$ cat src/rtl/uart_cmd_bridge.sv
// uart_cmd_bridge
//  Serial command front end for a memory controller. 8N1 frames on uart_rx
//  carry 'R'/'W' packets (cmd, ADDR_BYTES address MSB first, and DATA_BYTES
//  data MSB first for writes). Each packet issues one valid/ready request.
//  Read data comes back on uart_tx, MSB byte first.
//  Optional feature: define UART_WR_ACK_EN to answer each accepted write
//  with a single 'K' (0x4B) byte. When it is undefined, writes are silent.
// Ports
//  sys_clk, rst             : clock and synchronous active-high reset
//  uart_rx / uart_tx        : serial line in (asynchronous) / out (idles high)
//  req_valid/ready/we/addr/wdata : memory request handshake
//  rd_valid, rd_data        : read return strobe and data
//  busy                     : parser is not idle
//  cmd_err                  : one-cycle pulse on any protocol error
module uart_cmd_bridge #(
  parameter int CLK_HZ        = 27000000,
  parameter int BAUD          = 115200,
  parameter int ADDR_BYTES    = 3,
  parameter int ADDR_W        = 23,
  parameter int DATA_BYTES    = 2,
  parameter int FRAME_TIMEOUT = 64
) (
  input  logic                    sys_clk,
  input  logic                    rst,
  input  logic                    uart_rx,
  output logic                    uart_tx,
  output logic                    req_valid,
  input  logic                    req_ready,
  output logic                    req_we,
  output logic [ADDR_W-1:0]       req_addr,
  output logic [8*DATA_BYTES-1:0] req_wdata,
  input  logic                    rd_valid,
  input  logic [8*DATA_BYTES-1:0] rd_data,
  output logic                    busy,
  output logic                    cmd_err
);
  localparam int DELAY_FRAMES = CLK_HZ / BAUD;
  localparam int HALF         = DELAY_FRAMES / 2;
  localparam int DW           = 8 * DATA_BYTES;
  localparam int AW8          = 8 * ADDR_BYTES;
  localparam int BCW          = $clog2(DELAY_FRAMES + 1);
  localparam int TO_CYC       = FRAME_TIMEOUT * DELAY_FRAMES;
  localparam int TOW          = $clog2(TO_CYC + 1);
  localparam logic [1:0] ADDR_LAST = 2'(ADDR_BYTES - 1);
  localparam logic [1:0] DATA_LAST = 2'(DATA_BYTES - 1);

  // ---------------- receiver ----------------
  typedef enum logic [1:0] {RX_IDLE, RX_START, RX_DATA, RX_STOP} rx_state_t;

  rx_state_t      rx_st;
  logic           rx_s1, rx_s2, rx_prev;
  logic [BCW-1:0] rx_cnt;
  logic [2:0]     rx_bit;
  logic [7:0]     rx_byte;
  logic           byte_rdy, frame_err;

  always_ff @(posedge sys_clk) begin
    if (rst) begin
      rx_s1     <= 1'b1;
      rx_s2     <= 1'b1;
      rx_prev   <= 1'b1;
      rx_st     <= RX_IDLE;
      rx_cnt    <= '0;
      rx_bit    <= '0;
      rx_byte   <= '0;
      byte_rdy  <= 1'b0;
      frame_err <= 1'b0;
    end else begin
      rx_s1     <= uart_rx;
      rx_s2     <= rx_s1;
      rx_prev   <= rx_s2;
      byte_rdy  <= 1'b0;
      frame_err <= 1'b0;
      case (rx_st)
        RX_IDLE: begin
          rx_cnt <= '0;
          if (rx_prev && !rx_s2) rx_st <= RX_START;
        end
        RX_START: begin
          // Mid start bit: a line back high means it was a glitch.
          if (rx_cnt == BCW'(HALF - 1)) begin
            rx_cnt <= '0;
            rx_bit <= '0;
            rx_st  <= rx_s2 ? RX_IDLE : RX_DATA;
          end else rx_cnt <= rx_cnt + BCW'(1);
        end
        RX_DATA: begin
          if (rx_cnt == BCW'(DELAY_FRAMES - 1)) begin
            rx_cnt  <= '0;
            rx_byte <= {rx_s2, rx_byte[7:1]};
            rx_bit  <= rx_bit + 3'd1;
            if (rx_bit == 3'd7) rx_st <= RX_STOP;
          end else rx_cnt <= rx_cnt + BCW'(1);
        end
        default: begin
          if (rx_cnt == BCW'(DELAY_FRAMES - 1)) begin
            rx_cnt    <= '0;
            byte_rdy  <= rx_s2;
            frame_err <= !rx_s2;
            rx_st     <= RX_IDLE;
          end else rx_cnt <= rx_cnt + BCW'(1);
        end
      endcase
    end
  end

  // ---------------- parser + transmitter ----------------
  typedef enum logic [2:0] {P_IDLE, P_ADDR, P_DATA, P_ISSUE, P_WAIT_RD, P_TX, P_ACK} p_state_t;

  p_state_t       p_st;
  logic [1:0]     byte_cnt, tx_left;
  logic [AW8-1:0] addr_sr;
  logic [DW-1:0]  wdata_sr, rd_buf;
  logic [TOW-1:0] to_cnt;
  logic [BCW-1:0] tx_cnt;
  logic [3:0]     tx_bit;
  logic [8:0]     tx_sh;     // remaining bits of the frame on the line, LSB next

  wire [AW8-1:0] addr_next  = AW8'({addr_sr, rx_byte});
  wire [DW-1:0]  wdata_next = DW'({wdata_sr, rx_byte});

  assign req_addr  = addr_sr[ADDR_W-1:0];
  assign req_wdata = wdata_sr;
  assign busy      = (p_st != P_IDLE);

  always_ff @(posedge sys_clk) begin
    if (rst) begin
      p_st      <= P_IDLE;
      req_valid <= 1'b0;
      req_we    <= 1'b0;
      cmd_err   <= 1'b0;
      uart_tx   <= 1'b1;
      byte_cnt  <= '0;
      tx_left   <= '0;
      addr_sr   <= '0;
      wdata_sr  <= '0;
      rd_buf    <= '0;
      to_cnt    <= '0;
      tx_cnt    <= '0;
      tx_bit    <= '0;
      tx_sh     <= '1;
    end else begin
      cmd_err <= frame_err;
      // Inter-byte timer: runs only mid-packet, any received byte clears it.
      if ((p_st == P_ADDR || p_st == P_DATA) && !byte_rdy) to_cnt <= to_cnt + TOW'(1);
      else                                                  to_cnt <= '0;
      case (p_st)
        P_IDLE: begin
          if (byte_rdy) begin
            byte_cnt <= '0;
            if (rx_byte == 8'h52) begin
              req_we <= 1'b0;
              p_st   <= P_ADDR;
            end else if (rx_byte == 8'h57) begin
              req_we <= 1'b1;
              p_st   <= P_ADDR;
            end else if (rx_byte != 8'h2F) cmd_err <= 1'b1;
          end
        end
        P_ADDR, P_DATA: begin
          if (byte_rdy) begin
            if (rx_byte == 8'h2F) p_st <= P_IDLE;
            else if (p_st == P_ADDR) begin
              addr_sr  <= addr_next;
              byte_cnt <= byte_cnt + 2'd1;
              if (byte_cnt == ADDR_LAST) begin
                byte_cnt <= '0;
                if (req_we) p_st <= P_DATA;
                else begin
                  p_st      <= P_ISSUE;
                  req_valid <= 1'b1;
                end
              end
            end else begin
              wdata_sr <= wdata_next;
              byte_cnt <= byte_cnt + 2'd1;
              if (byte_cnt == DATA_LAST) begin
                byte_cnt  <= '0;
                p_st      <= P_ISSUE;
                req_valid <= 1'b1;
              end
            end
          end else if (to_cnt == TOW'(TO_CYC - 1)) begin
            p_st    <= P_IDLE;
            cmd_err <= 1'b1;
          end
        end
        P_ISSUE: begin
          if (byte_rdy) cmd_err <= 1'b1;
          if (req_ready) begin
            req_valid <= 1'b0;
            if (!req_we) p_st <= P_WAIT_RD;
            else begin
`ifdef UART_WR_ACK_EN
              p_st    <= P_ACK;
              uart_tx <= 1'b0;
              tx_sh   <= {1'b1, 8'h4B};
              tx_cnt  <= '0;
              tx_bit  <= '0;
              tx_left <= '0;
`else
              p_st <= P_IDLE;
`endif
            end
          end
        end
        P_WAIT_RD: begin
          if (byte_rdy) cmd_err <= 1'b1;
          if (rd_valid) begin
            // Start bit goes out immediately; remaining bytes queue in rd_buf.
            p_st    <= P_TX;
            rd_buf  <= rd_data << 8;
            uart_tx <= 1'b0;
            tx_sh   <= {1'b1, rd_data[DW-1 -: 8]};
            tx_cnt  <= '0;
            tx_bit  <= '0;
            tx_left <= DATA_LAST;
          end
        end
        P_TX, P_ACK: begin
          if (byte_rdy) cmd_err <= 1'b1;
          if (tx_cnt == BCW'(DELAY_FRAMES - 1)) begin
            tx_cnt <= '0;
            if (tx_bit == 4'd9) begin
              // Stop bit finished: chain the next byte back-to-back or finish.
              if (tx_left != 2'd0) begin
                tx_left <= tx_left - 2'd1;
                uart_tx <= 1'b0;
                tx_sh   <= {1'b1, rd_buf[DW-1 -: 8]};
                rd_buf  <= rd_buf << 8;
                tx_bit  <= '0;
              end else p_st <= P_IDLE;
            end else begin
              uart_tx <= tx_sh[0];
              tx_sh   <= {1'b1, tx_sh[8:1]};
              tx_bit  <= tx_bit + 4'd1;
            end
          end else tx_cnt <= tx_cnt + BCW'(1);
        end
        default: p_st <= P_IDLE;
      endcase
    end
  end
endmodule
$ cat config.mk
export PLATFORM = sky130hd
export DESIGN_NAME = uart_cmd_bridge
export DESIGN_NICKNAME = d
export VERILOG_FILES = /design/src/rtl/uart_cmd_bridge.sv
export SDC_FILE = /design/constraint.sdc
export NUM_CORES = 1
export LEC_CHECK = 0
export CORE_AREA = 2 2 101 103
export DETAILED_ROUTE_END_ITERATION = 7
export DIE_AREA = 0 0 103 105
export HOLD_SLACK_MARGIN = 0.15
export PLACE_DENSITY = 0.88
export RECOVER_POWER = 50
export SETUP_SLACK_MARGIN = 0.02
export SYNTH_ARGS = -nofsm -noshare
export SYNTH_HDL_FRONTEND = slang
export SYNTH_SLANG_ARGS = --single-unit
$ cat constraint.sdc
create_clock -name sys_clk -period 2.3 [get_ports sys_clk]
set_clock_uncertainty 0.2 [all_clocks]
set_input_delay 0.46 -clock sys_clk [delete_from_list [all_inputs] [get_ports sys_clk]]
set_output_delay 0.46 -clock sys_clk [all_outputs]
set_load 0.005 [all_outputs]
==> flow_summary.yaml, run 1 <==
synthesis:
  async_reset_ff_share_pct: 0
  postSynthCellCount: 618
  synth_area_leader_cell: "dfxtp_1"
  ys_ff_latch: 118
  synth_top_area_share_pct: 45.4
  synth_flop_cell: "dfxtp_1"
  synth_area_per_cell_um2: 8.42
  ys_top_cells_by_count: "dfxtp_1, nand2_1, nor2_1"
  yosys_warnings: 0
  synth_edf_count: 0
  yosys-top-cells-area: "dfxtp_1, nand2_1, a21oi_1"
  synth.distinct_cells: 64
  synth.most_common_cell: "dfxtp_1"
  synth_area_um2: 5200
  synth_nets: 650
  ys_seq_area_share_pct: 45.4
global_route:
  grt_start_max_net_pins: 44
  grtUsageTotal_pct: 22.3
  grt_overflow: 0
  antenna_found_initial: 0
  grt_pass1_vias: 4408
  grt_pass1_wl_mm: 19.3
worst_setup_path:
  cp_cell_sequence: "clkdlybuf4s50_1"
  crit_path_end_kind: "primary output"
  cp.arrival_ps: 1500
  cpPeakStageDelay_ps: 560
  critPathSlowestCell: "clkdlybuf4s50_1"
  reg2reg_depth: 7
  cp-start-kind: "flip-flop"
  crit_family: "buffers and inverters"
  cp.required_ps: 1640
  worst-path-stages: 1
  path_max_fanout: 6
  worst-path-buf-inv: 1
  crit_type: "reg -> out"
power:
  cellLeakagePower_nw: 2.47
  power_density_nw_per_um2: 766
  peakVddDrop_v: 0.000484
drt:
  drc: 0
  routed-via-count: 4652
  wire_per_inst_um: 14.1
  routed_wl_mm: 11.8
  m1WireLength_mm: 5.04
  viasPerCell: 5.57
  dr_wl_met3_um: 610
  drt_pass1_iterations: 6
  wl_met2_mm: 5.83
  maxUsedRoutingLayer: "met4"
  postRouteAntennaNets: 0
  drt_iter0_drc: 275
layout:
  fillers: 751
  final_util_pct: 69.0
  syn2layout_area_growth_pct: 27.9
  fin_nets: 722
  drive_gt1_share_pct: 10.7
  antenna-diode-count: 0
timing:
  slew_headroom_pct: 47.6
  tightest_slew_ps: 786
  grt_setup_unrepaired: "yes"
  setup_viol: 0
  finalHoldViolations: 0
  max_freq_mhz: 464
  timing.hold.ws_ps: 241
  slew_violations: 0
  min_period_ps: 2160
  min_period_over_period_pct: 93.7
clock_network:
  cts-buffers-inserted: 17
  cts_tree: "yes"
  cts_root_buf: "clkbuf_8"
  clk_latency_ps: 520
  clock_sinks: 118
  cts_max_level: 4
  clockBufferDepth: 2
  clk_pin_slew_ps: 50
floorplan:
  coreArea_um2: 9640
  die_area_um2: 10800
  ios: 65
  die_w_um: 103
  initial_core_util_pct: 54.0
  fp.dieH_um: 105
  rows: 36
place:
  place.gp.congestion: 0.879
  dp_hpwl_mm: 8.03
  port_buffers: 64
outcome:
  status: "complete, no violations"
run:
  maxCapViolations: 0
hold_path:
  min_delay_path_depth: 1
  min_path_type: "reg -> reg"
## report_power, final
part,total [mW],internal (mW),switching (mW),leakage (nW)
combinational,0.200,0.0921,0.108,1.21
clock,2.82,1.94,0.879,0.311
sequential,2.08,2.06,0.0187,0.953
total,5.10,4.09,1.01,2.47
## flip-flops by register name, summed over array words and instances (netlist names)
| name | count |
|---|---|
| addr_sr | 23 |
| req_wdata | 16 |
| to_cnt | 14 |
| rd_buf | 8 |
| rx_byte | 8 |
| rx_cnt | 8 |
| tx_cnt | 8 |
| tx_sh | 8 |
| tx_bit | 4 |
| p_st | 3 |
| rx_bit | 3 |
| byte_cnt | 2 |
| rx_st | 2 |
| tx_left | 2 |
| byte_rdy | 1 |
| cmd_err | 1 |
| frame_err | 1 |
| req_valid | 1 |
| req_we | 1 |
| rx_prev | 1 |
| rx_s1 | 1 |
| rx_s2 | 1 |
| uart_tx | 1 |
## area by class of cell
| cell class | instances | area (µm²) | share of cell area (%) |
|---|---|---|---|
| timing repair buffer | 86 | 791 | 11.9 |
| inverter | 19 | 71.3 | 1.07 |
| clock inverter | 9 | 173 | 2.59 |
| sequential | 118 | 2370 | 35.6 |
| tap | 133 | 166 | 2.50 |
| multi-input combinational | 448 | 2620 | 39.4 |
| clock buffer | 22 | 463 | 6.96 |
## per-layer routing
| layer | vias up | global-route usage (%) |
|---|---|---|
| met3 | 35 | 7.16 |
| met1 | 2181 | 26.4 |
| met2 | 156 | 36.2 |
| met5 | - | 0 |
| met4 | 0 | 10.1 |
| li1 | 2280 | - |
## worst paths after layout
kind / startpoint / end / slack (ps)
setup reg to reg: to_cnt[0] / p_st[2] / 160
setup / recovery: req_we / req_we / 140
hold reg to reg: rx_s1 / rx_s2 / 240
hold / removal: rx_s1 / rx_s2 / 240
## cells in the final DEF (no fill, tap or decap), types with 16 or more instances in the layout
cell type        synthesis  final
dfxtp_1                118    116
nand2_1                104    104
nor2_1                  71     71
a21oi_1                 65     65
clkdlybuf4s50_1          0     48
nand3_1                 22     22
inv_1                   19     18
o21ai_0                 16     16
clkbuf_16                0     16
buf_4                    3     16
## metrics by stage
step | cells | total power [mW] | worst slack, ps | TNS, ps | instance area [µm²]
global placement | 799 | 2.30 | 34.6 | 0 | 5980
global route | 835 | 5.24 | 18.0 | 0 | 6650
finish | 835 | 5.10 | 144 | 0 | 6650
CTS | 833 | 5.13 | 47.5 | 0 | 6660
detailed placement | 799 | 2.31 | -19.6 | -24.5 | 5980
floorplan | 618 | 2.23 | 395 | 0 | 5200
## timing repair
item,in CTS,in global routing
setup endpoints to repair,1,8
resized for setup,7,4
cloned,0,0
endpoints found under the hold margin,2,0
hold buffers,1,0
buffers inserted,2,2
pin swaps,1,2
## worst reg2reg max path, delay by kind of cell (launching register included)
kind | cells | cell delay [ps]
AOI/OAI and AO/OA | 3 | 590
adders and majority gates | 1 | 260
buffers and inverters | 1 | 170
DFF | 1 | 400
and+or+nand+nor | 2 | 390
## cells by family (layout without fill, tap and decap cells)
family	count (synthesis)	after routing	share of synthesized area, %
and+or+nand+nor	272	272	25.7
AOI/OAI and AO/OA	129	129	15.3
DFF	118	118	45.4
buffers and inverters	52	136	4.35
xor gates and xnor gates	20	20	3.51
muxes	16	16	3.10
adders and majority gates	11	11	2.65
(Power assumes the default switching activity.)
==> inputs of run 2 (changes only) <==
--- a/config.mk
+++ b/config.mk
@@ -5,11 +5,13 @@
 export SDC_FILE = /design/constraint.sdc
 export NUM_CORES = 1
 export LEC_CHECK = 0
-export CORE_AREA = 2 2 101 103
+export CORE_AREA = 2 2 99 101
+export CTS_BUF_LIST = sky130_fd_sc_hd__clkbuf_8
 export DETAILED_ROUTE_END_ITERATION = 7
-export DIE_AREA = 0 0 103 105
+export DIE_AREA = 0 0 101 103
 export HOLD_SLACK_MARGIN = 0.15
-export PLACE_DENSITY = 0.88
+export MAX_ROUTING_LAYER = met4
+export PLACE_DENSITY = 0.91
 export RECOVER_POWER = 50
 export SETUP_SLACK_MARGIN = 0.02
 export SYNTH_ARGS = -nofsm -noshare
==> flow_summary.yaml, run 2 (same netlist as run 1, synthesis figures left out) <==
timing:
  finalHoldViolations: 0
  min_period_over_period_pct: 92.4
  tns_ps: 0
  grt_setup_unrepaired: "no"
  min_period_ps: 2130
  slew_headroom_pct: 62.0
  slew_violations: 0
  max_freq_mhz: 470
  tightest_slew_ps: 568
  timing.hold.ws_ps: 216
  setup_viol: 0
global_route:
  grt_start_max_net_pins: 58
  grt_pass1_wl_mm: 20.0
  grtUsageMet2_pct: 41.2
  gr-max-usage-layer: "met2"
  antenna_found_initial: 0
  use_met3_pct: 5.29
  grt_overflow: 0
  gr-usage-met1_pct: 28.8
  grtUsageTotal_pct: 24.8
  grt_pass1_vias: 4440
drt:
  postRouteAntennaNets: 0
  viasPerCell: 5.76
  drc: 0
  routed_wl_mm: 12.2
  routed-via-count: 4692
  drt_iter0_drc: 294
  drt_pass1_iterations: 6
  wire_per_inst_um: 15.0
floorplan:
  initial_core_util_pct: 55.0
  coreArea_um2: 9460
  die_area_um2: 10400
  die_w_um: 101
  ios: 65
  rows: 36
  fp.dieH_um: 103
layout:
  antenna-diode-count: 0
  drive_gt1_share_pct: 10.7
  fin_nets: 720
  final_cell_mix: "dfxtp_1, nand2_1, nor2_1"
  final_util_pct: 67.0
  fillers: 704
  multi_input_area_um2: 2630
  layout.area.seq_um2: 2370
  largest_register_ffs: 23
  final_common_cell: "dfxtp_1"
  syn2layout_area_growth_pct: 21.8
  regMostFlops: "addr_sr"
worst_setup_path:
  cp-start-kind: "flip-flop"
  cpPeakStageDelay_ps: 360
  critPathSlowestCell: "dfxtp_2"
  r2r_slack_ps: 170
  worst-path-stages: 6
  crit_family: "simple AND/OR/NAND/NOR gates"
  cp.required_ps: 2440
  crit_path_end_kind: "flip-flop"
  reg2reg_depth: 6
  path_max_fanout: 7
  reg2reg_from: "p_st[0]"
  cp.arrival_ps: 2270
  cp_cell_sequence: "clkbuf_1 > nand2b_1 > o22a_1 > or2_1 > and3_1 > a311oi_1"
  r2r_end: "req_valid"
  crit_type: "reg -> reg"
  worst-path-buf-inv: 1
hold_path:
  min_path_type: "reg -> reg"
  hp-start: "rx_s1"
  hold_end: "rx_s2"
  min_delay_path_depth: 1
outcome:
  status: "complete, no violations"
clock_network:
  cts-buffers-inserted: 17
  cts_max_level: 4
  clock_sinks: 118
  clk_pin_slew_ps: 70
  clk_latency_ps: 430
  cts_root_buf: "clkbuf_8"
  clockBufferDepth: 2
  cts_tree: "yes"
power:
  cellLeakagePower_nw: 2.37
  total_power_mw: 3.93
  peakVddDrop_v: 0.000440
  power_density_nw_per_um2: 621
place:
  port_buffers: 64
  dp_hpwl_mm: 8.45
  place.gp.congestion: 0.882
run:
  maxCapViolations: 0
-- run 2: changes by cell type in the layout (fill, tap and decap cells not counted), moves of 2 or more --
cell and change:
clkbuf_2 -2, clkdlybuf4s50_1 -16, dlygate4sd3_1 +16, bufinv_16 -5, clkinvlp_4 +4, inv_6 +2
clkbuf_8 +14, clkinv_4 +4, clkbuf_16 -16
-- run 2: worst max path at each step --
stage | from | endpoint
2_1_floorplan | tx_cnt[0] | p_st[2]
3_3_place_gp | rd_valid | tx_sh[1]
3_5_place_dp | rd_valid | tx_sh[1]
4_1_cts | p_st[1] | busy
5_1_grt | p_st[0] | req_valid
6_report | p_st[0] | req_valid
-- run 2: area by class of cell --
type	instances	area share, %
clock inverter	14	1.66
sequential	118	37.4
timing repair buffer	84	12.3
clock buffer	18	3.91
multi-input combinational	448	41.4
tap	114	2.25
inverter	19	1.13
-- run 2: per-stage QoR --
step,instance area (µm²),setup slack (ps),instances
final,6340,174,815
after global routing,6340,24.5,815
after CTS,6330,51.9,814
after detailed placement,5950,-56.5,780
after global placement,5950,30.3,780
after floorplan,5200,395,618
-- run 2: routing by layer --
metal / vias to the layer above / routed length, µm
li1: 2281 / -
met1: 2240 / 5300
met2: 145 / 6130
met3: 26 / 546
met4: 0 / 246
met5: - / 0
-- run 2: what timing repair did --
item / 4_1_cts / 5_1_grt
buffers inserted: 1 / 1
endpoints found under the hold margin: 1 / 0
endpoints found under the setup margin: 1 / 11
pin swaps: 1 / 1
hold buffers: 1 / 0
gates cloned: 0 / 0
resized for setup: 3 / 5
-- run 2: report_power, final --
| part | internal (mW) | leakage [nW] | total [mW] | switching [mW] |
|---|---|---|---|---|
| logic | 0.0883 | 1.25 | 0.199 | 0.111 |
| clock network | 0.776 | 0.167 | 1.67 | 0.890 |
| registers | 2.05 | 0.953 | 2.07 | 0.0151 |
| total | 2.92 | 2.37 | 3.93 | 1.02 |
